--- config.mk ---
export PLATFORM = sky130hd
export DESIGN_NAME = bk_adder_pipe
export DESIGN_NICKNAME = d
export VERILOG_FILES = /design/src/rtl/bk_adder_pipe.sv
export SDC_FILE = /design/constraint.sdc
export NUM_CORES = 1
export LEC_CHECK = 0
export CAP_MARGIN = 20
export CORE_AREA = 2 2 77 79
export DETAILED_ROUTE_END_ITERATION = 6
export DIE_AREA = 0 0 79 81
export SYNTH_ARGS = -nofsm -noshare
export SYNTH_HDL_FRONTEND = slang
export SYNTH_SLANG_ARGS = --single-unit
--- constraint.sdc ---
create_clock -name clk -period 1.95 [get_ports clk]
set_clock_uncertainty 0.2 [all_clocks]
set_input_delay 0.195 -clock clk [delete_from_list [all_inputs] [get_ports clk]]
set_output_delay 0.195 -clock clk [all_outputs]
set_load 0.02 [all_outputs]
--- src/rtl/bk_adder_pipe.sv ---
// Pipelined Brent-Kung prefix adder/subtractor with valid/ready flow control.
// Define BK_ADDER_PIPE_OVF_EN to enable the registered signed-overflow output path.

module bk_adder_pipe #(
  parameter int WIDTH  = 12,
  parameter int STAGES = 2
) (
  input  logic             clk,
  input  logic             rst_n,
  input  logic             in_valid,
  output logic             in_ready,
  input  logic [WIDTH-1:0] in_a,
  input  logic [WIDTH-1:0] in_b,
  input  logic             in_cin,
  input  logic             in_sub,
  output logic             out_valid,
  input  logic             out_ready,
  output logic [WIDTH-1:0] out_sum,
  output logic             out_cout,
  output logic             out_ovf
);

  localparam int N = WIDTH + 1;  // prefix positions; position 0 carries c_eff
  localparam int D = $clog2(N);
  localparam int L = 2 * D - 1;

  typedef struct packed {
    logic [N-1:0]     g;
    logic [N-1:0]     pg;
    logic [WIDTH-1:0] p;
`ifdef BK_ADDER_PIPE_OVF_EN
    logic             a_msb;
`endif
  } pfx_t;

  // Last prefix level evaluated before register boundary k.
  function automatic int boundary(input int k);
    return (k * L + STAGES - 1) / STAGES;
  endfunction

  // Applies prefix levels lo+1..hi. Within one level the nodes written are never
  // read by another node of the same level, so in-place update is exact.
  function automatic pfx_t run_levels(input pfx_t din, input int lo, input int hi);
    pfx_t d;
    int   span;
    d = din;
    // NOTE: blocking assignments here are deliberate; each level must see the previous one.
    for (int l = 1; l <= L; l++) begin
      if (l > lo && l <= hi) begin
        if (l <= D) begin
          span = 1 << (l - 1);
          for (int j = 0; j < N; j++) begin
            if ((j + 1) % (2 * span) == 0) begin
              d.g[j]  = d.g[j] | (d.pg[j] & d.g[j-span]);
              d.pg[j] = d.pg[j] & d.pg[j-span];
            end
          end
        end else begin
          span = 1 << (2 * D - l - 1);
          for (int j = 0; j < N; j++) begin
            if (((j + 1) % (2 * span) == span) && (j >= 2 * span)) begin
              d.g[j]  = d.g[j] | (d.pg[j] & d.g[j-span]);
              d.pg[j] = d.pg[j] & d.pg[j-span];
            end
          end
        end
      end
    end
    return d;
  endfunction

  logic [WIDTH-1:0]  b_eff;
  logic              c_eff;
  pfx_t              pfx0;
  logic [STAGES-1:0] v;
  logic [STAGES-1:0] load;

  always_comb begin
    b_eff   = in_sub ? ~in_b : in_b;
    c_eff   = in_sub ^ in_cin;
    pfx0    = '0;
    pfx0.p  = in_a ^ b_eff;
    pfx0.g  = {in_a & b_eff, c_eff};
    pfx0.pg = {in_a ^ b_eff, 1'b0};
`ifdef BK_ADDER_PIPE_OVF_EN
    pfx0.a_msb = in_a[WIDTH-1];
`endif
  end

  // A stage may load when it, or any stage downstream of it, is empty, or the consumer takes.
  always_comb begin : p_load
    logic acc;
    load = '0;
    acc  = out_ready;
    for (int s = STAGES - 1; s >= 0; s--) begin
      acc     = acc | ~v[s];
      load[s] = acc;
    end
  end

  assign in_ready  = load[0];
  assign out_valid = v[STAGES-1];

  for (genvar s = 0; s < STAGES; s++) begin : g_stage
    localparam int LO = boundary(s);
    localparam int HI = boundary(s + 1);

    pfx_t cur;
    pfx_t nxt;
    logic src_v;

    if (s == 0) begin : g_head
      assign cur   = pfx0;
      assign src_v = in_valid;
    end else begin : g_body
      assign cur   = g_stage[s-1].g_reg.q;
      assign src_v = v[s-1];
    end

    assign nxt = run_levels(cur, LO, HI);

    // NOTE: sequential state uses non-blocking assignments so every stage samples pre-edge values.
    always_ff @(posedge clk or negedge rst_n) begin
      if (!rst_n) begin
        v[s] <= 1'b0;
      end else if (load[s]) begin
        v[s] <= src_v;
      end
    end

    if (s < STAGES - 1) begin : g_reg
      pfx_t q;
      always_ff @(posedge clk or negedge rst_n) begin
        if (!rst_n) begin
          q <= '0;
        end else if (load[s] && src_v) begin
          q <= nxt;
        end
      end
    end else begin : g_out
      always_ff @(posedge clk or negedge rst_n) begin
        if (!rst_n) begin
          out_sum  <= '0;
          out_cout <= 1'b0;
        end else if (load[s] && src_v) begin
          out_sum  <= nxt.p ^ nxt.g[WIDTH-1:0];
          out_cout <= nxt.g[WIDTH];
        end
      end
`ifdef BK_ADDER_PIPE_OVF_EN
      // Operand MSBs agree exactly when p_msb is 0; the sum MSB is then the carry into it.
      always_ff @(posedge clk or negedge rst_n) begin
        if (!rst_n) begin
          out_ovf <= 1'b0;
        end else if (load[s] && src_v) begin
          out_ovf <= ~nxt.p[WIDTH-1] & (nxt.g[WIDTH-1] ^ nxt.a_msb);
        end
      end
`endif
    end
  end

`ifndef BK_ADDER_PIPE_OVF_EN
  assign out_ovf = 1'b0;
`endif

endmodule

Word-level counts from Yosys, hierarchy flattened
Cells that the tools add are included.
{ "totals": {"register_bits": 49, "in_bits": 30, "output_inout_bits": 16, "elab_cells": 64} }
{ "classes": {"n_bitwise": 54, "n_reduce_logical": 2, "mux": 1} }
{ "op_table": {"columns": ["op", "n"], "rows": [
  ["AND 1 bit", 26],
  ["XOR 12 bit", 2],
  ["OR 1 bit", 21],
  ["AND 12 bit", 1],
  ["two-way mux 12 bit", 1],
  ["NOT 12 bit", 1],
  ["logical AND 1 bit", 2],
  ["NOT 1 bit", 2],
  ["XOR 1 bit", 1]
]} }

Depth between registers and ports, before layout
Gate-level depths: netlist (run 1).
{ "logic_depth": {"ltp_word": 9, "mapped_depth": 8, "mapped_depth_nobuf": 6} }

Worst setup path before layout (run 1)
Ideal clock, no wire load.
{ "synth_timing": {"kind": "input -> register", "from": "input in_sub", "to": "register g_stage[0].g_reg.q[32] in the netlist's numbering", "required_time_ns": 1.620, "setup_ns": 0.130, "n_path_buf": 2, "arrival_ns": 1.594, "setup_slack_ns": 0.025, "path_stages": 7, "cell_sequence": "buf_2 > buf_2 > xor2_1 > ha_1 > and4_4 > a2111oi_4 > o21ai_1"} }
{ "synth_rtl": {"columns": ["item", "line", "source"], "rows": [
  ["start, declared", "15", "input logic in_sub,"],
  ["end signal, assigned", "137", "q <= nxt;"],
  ["end, declared", "132", "pfx_t q;"]
]} }

Final worst setup path (run 1)
{ "layout_timing": {"from": "register v[1] (netlist: out_valid)", "to": "output in_ready"} }
{ "layout_via": {"elab_chain_cells": 3} }
{ "layout_rtl": {"columns": ["item", "line", "source"], "rows": [
  ["start, declared", "75", "logic [STAGES-1:0] v;"],
  ["start signal, assigned by index", "127", "v[s] <= src_v;"],
  ["NOT 1 bit", "96", "acc = acc | ~v[s];"],
  ["OR 1 bit (2 in a row)", "96", null],
  ["end, declared", "11", "output logic in_ready,"]
]} }
Every way passes these cells.

==> results of run 1 <==
registers in the layout (all words and copies together) (netlist names):
signal / cells
g_stage.g_reg.q: 28
out_sum: 12
g_stage.src_v: 1
out_cout: 1
out_valid: 1
final timing paths:
kind	cells after the start	start	to
setup reg to reg	4	out_valid	g_stage[0].g_reg.q[31]
hold reg to reg	2	out_sum[2]	out_sum[2]
hold / removal	2	rst_n	out_sum[7]
setup / recovery	2	out_valid	in_ready
max in group asynchronous	3	rst_n	out_sum[1]
min in group clk	2	out_sum[2]	out_sum[2]
layer usage:
metal / track usage / up-vias
met2: 0.2195 / 31
met4: 0.04655 / 0
met5: 0 / -
met1: 0.1741 / 674
met3: 0.03556 / 2
li1: - / 725
area by class of cell:
| cell class | count | area (um^2) |
|---|---|---|
| Sequential cell | 43 | 1076 |
| Multi-Input combinational cell | 124 | 1027 |
| Fill cell | 546 | 2740 |
| Timing Repair Buffer | 63 | 631.9 |
| Clock buffer | 5 | 68.82 |
| Clock inverter | 2 | 37.54 |
| Tap cell | 75 | 93.84 |
what timing repair did:
action	in CTS	in global routing
resized for setup	0	7
buffers inserted	0	4
endpoints found under the hold margin	19	0
hold buffers	1	0
endpoints found under the setup margin	0	3
layout by cell type, fill, tap and decap left out, types with 2 or more instances in the layout:
cell             count
xor2_1              18
clkbuf_8             5
a21oi_1              3
ha_1                18
nand2_1             17
buf_6                3
nand2b_1             3
nand2_2              2
clkdlybuf4s50_1     42
o21ai_0             14
a21o_1               5
nor2_1               6
dfrtp_1             43
o21ai_1              2
mux2_2              26
buf_4               12
buf_12               3
cells by family (layout without fill, tap and decap cells):
| group | count (synthesis) | count (layout) | synth area share |
|---|---|---|---|
| and+or+nand+nor | 33 | 33 | 0.07139 |
| other | 1 | 1 | 0.001754 |
| buffers and inverters | 8 | 70 | 0.02165 |
| AOI/OAI and AO/OA | 26 | 26 | 0.07724 |
| xor gates and xnor gates | 19 | 19 | 0.07782 |
| muxes | 27 | 27 | 0.1416 |
| DFF | 43 | 43 | 0.5032 |
| adders and majority gates | 18 | 18 | 0.1053 |
where the power goes:
group | internal, mW | total (mW) | switching [mW]
Clock | 0.374 | 0.667 | 0.293
Combinational | 0.598 | 1.07 | 0.473
Sequential | 1.14 | 1.27 | 0.132
Total | 2.11 | 3.01 | 0.898
through the flow:
| stage | utilization | power (mW) | setup TNS [ns] | cell area, um^2 | cells |
|---|---|---|---|---|---|
| 4_1_cts | 0.5075 | 3.030 | 0 | 2880 | 308 |
| 3_5_place_dp | 0.4870 | 2.355 | -1.249 | 2764 | 300 |
| 5_1_grt | 0.5172 | 3.222 | 0 | 2935 | 312 |
| 3_3_place_gp | 0.4870 | 2.344 | -0.8772 | 2764 | 300 |
| 2_1_floorplan | - | 1.866 | 0 | 2138 | 175 |
| 6_report | 0.5172 | 3.007 | 0 | 2935 | 312 |
==> metrics.txt, run 1 <==
# TYPE chip_impl_metric gauge
chip_impl_metric{name="start_util",unit=""} 0.3768
chip_impl_metric{name="layout-area-overhead-vs-synth",unit="%"} 37.27
chip_impl_metric{name="cts_inserted_buffers",unit=""} 5
chip_impl_info{name="crit_slowest_cell",value="clkdlybuf4s50_1"} 1
chip_impl_info{name="timing.critical_path.from_type",value="flip-flop"} 1
chip_impl_metric{name="layout.nets",unit=""} 285
chip_impl_metric{name="critPathRequiredTime",unit="ns"} 1.55
chip_impl_metric{name="synth-edff-count",unit=""} 0
chip_impl_metric{name="die_w",unit="um"} 79
chip_impl_metric{name="finalHoldViolCount",unit=""} 0
chip_impl_metric{name="cts_num_sinks",unit=""} 43
chip_impl_metric{name="powerDensity",unit="nW/um^2"} 1024
chip_impl_metric{name="cp_num_buf_inv",unit=""} 1
chip_impl_metric{name="grt_pass1_vias",unit=""} 1470
chip_impl_metric{name="detail-route-antenna-nets",unit=""} 0
chip_impl_metric{name="fp-row-count",unit=""} 28
chip_impl_metric{name="synth_largest_type_area_fraction",unit=""} 0.5032
chip_impl_info{name="postSynth.topFlopCell",value="dfrtp_1"} 1
chip_impl_info{name="synth.area.top_cells",value="dfrtp_1, mux2_2, ha_1"} 1
chip_impl_metric{name="post-route-period-util",unit=""} 0.9533
chip_impl_info{name="worstSetupPathType",value="reg -> out"} 1
chip_impl_metric{name="post_detailed_route_drc_marker_count",unit=""} 0
chip_impl_metric{name="final_layout_size_suffix_gt1_frac",unit=""} 0.2447
chip_impl_metric{name="wire_per_inst",unit="um"} 12.47
chip_impl_info{name="status",value="completed"} 1
chip_impl_metric{name="wl_met1",unit="um"} 1855
chip_impl_info{name="clk_root_buffer_cell",value="clkbuf_8"} 1
chip_impl_metric{name="track_usage",unit=""} 0.1345
chip_impl_info{name="cts_tree",value="done"} 1
chip_impl_metric{name="syn_area",unit="um^2"} 2138
chip_impl_info{name="highest-signal-layer",value="met4"} 1
chip_impl_metric{name="synth-warning-count",unit=""} 0
chip_impl_info{name="critPathTopFamily",value="buffers and inverters"} 1
chip_impl_metric{name="ys_seq_area_frac",unit=""} 0.5032
chip_impl_metric{name="area_of_the_placeable_core",unit="um^2"} 5675
chip_impl_info{name="endpoint_class_of_the_critical_path",value="primary output"} 1
chip_impl_metric{name="die_h",unit="um"} 81
chip_impl_metric{name="grt.overflow.total",unit=""} 0
chip_impl_metric{name="final-max-slew-violation-count",unit=""} 0
chip_impl_info{name="yosys.area.top_type",value="dfrtp_1"} 1
chip_impl_metric{name="fin_ws",unit="ns"} 0.09102
chip_impl_metric{name="globalplace.congestion",unit=""} 0.7254
chip_impl_info{name="commonest_cells_in_the_netlist",value="dfrtp_1, mux2_2, ha_1, nand2_1, xor2_1"} 1
chip_impl_metric{name="timing.critical_path.arrival",unit="ns"} 1.46
chip_impl_metric{name="drt_first_iter_violations",unit=""} 45
chip_impl_metric{name="post-place-ws",unit="ns"} -0.3039
chip_impl_metric{name="vias",unit=""} 1432
chip_impl_metric{name="vias_per_cell",unit=""} 4.590
chip_impl_metric{name="htree_num_levels",unit=""} 2
chip_impl_metric{name="number_of_antenna_violations_at_the_first_check_in_global_routing",unit=""} 0
chip_impl_info{name="worst_hold_path_type",value="in -> async"} 1
chip_impl_metric{name="detailedPlacementHpwl",unit="um"} 3060
chip_impl_metric{name="clk_transition_reported_paths",unit="ns"} 0.08
chip_impl_metric{name="cpPeakStageDelay",unit="ns"} 0.63
chip_impl_metric{name="synthDistinctLibCells",unit=""} 24
chip_impl_info{name="rsz0062_at_grt",value="false"} 1
chip_impl_metric{name="cap_viol_max_count",unit=""} 0
chip_impl_metric{name="met2_wirelength",unit="um"} 1858
chip_impl_info{name="crit_chain",value="nand3b_1, clkdlybuf4s50_1"} 1
chip_impl_metric{name="floorplan_die_area",unit="um^2"} 6399
chip_impl_metric{name="drt_wl_total",unit="um"} 3891
chip_impl_metric{name="syn-mean-instance-area",unit="um^2"} 12.22
chip_impl_metric{name="worst_skew_pair.late_latency",unit="ns"} 0.29
chip_impl_metric{name="rrSetupSlack",unit="ns"} 0.41
chip_impl_metric{name="io_buffers",unit=""} 44
chip_impl_info{name="synthMostInstantiatedCell",value="dfrtp_1"} 1
chip_impl_metric{name="fmax",unit="MHz"} 537.9
chip_impl_metric{name="n_antenna_cell",unit=""} 0
chip_impl_metric{name="post-route-min-period",unit="ns"} 1.859
chip_impl_metric{name="largest_net_degree_at_the_start_of_global_routing",unit=""} 25
chip_impl_metric{name="yosys_register_bits",unit=""} 43
chip_impl_metric{name="drt_pass1_iterations",unit=""} 6
chip_impl_metric{name="met3RoutedLength",unit="um"} 151
chip_impl_metric{name="clk_path_buf_depth",unit=""} 2
chip_impl_metric{name="synth_cells",unit=""} 175
chip_impl_metric{name="syn_nets",unit=""} 223
chip_impl_metric{name="grt_pass1_wl",unit="um"} 6637
chip_impl_metric{name="ir_worst_vdd",unit="mV"} 0.4981
chip_impl_metric{name="synth-async-reset-ratio",unit=""} 1.000
chip_impl_metric{name="critical_path_peak_fanout",unit=""} 3
chip_impl_metric{name="top_level_ports",unit=""} 46
chip_impl_metric{name="fin_worst_hold_slack",unit="ns"} 0.1813
chip_impl_metric{name="setup_viol",unit=""} 0
chip_impl_metric{name="power.static_leakage",unit="nW"} 1.344
Note: power is estimated with default switching activity, not from simulation.
==> run 2: changes to the inputs <==
--- a/config.mk
+++ b/config.mk
@@ -5,6 +5,7 @@
 export SDC_FILE = /design/constraint.sdc
 export NUM_CORES = 1
 export LEC_CHECK = 0
+export ABC_AREA = 0
 export CAP_MARGIN = 20
 export CORE_AREA = 2 2 77 79
 export DETAILED_ROUTE_END_ITERATION = 6
==> results of run 2 <==
Final layout, timing and power as in run 1 (identical DEF).
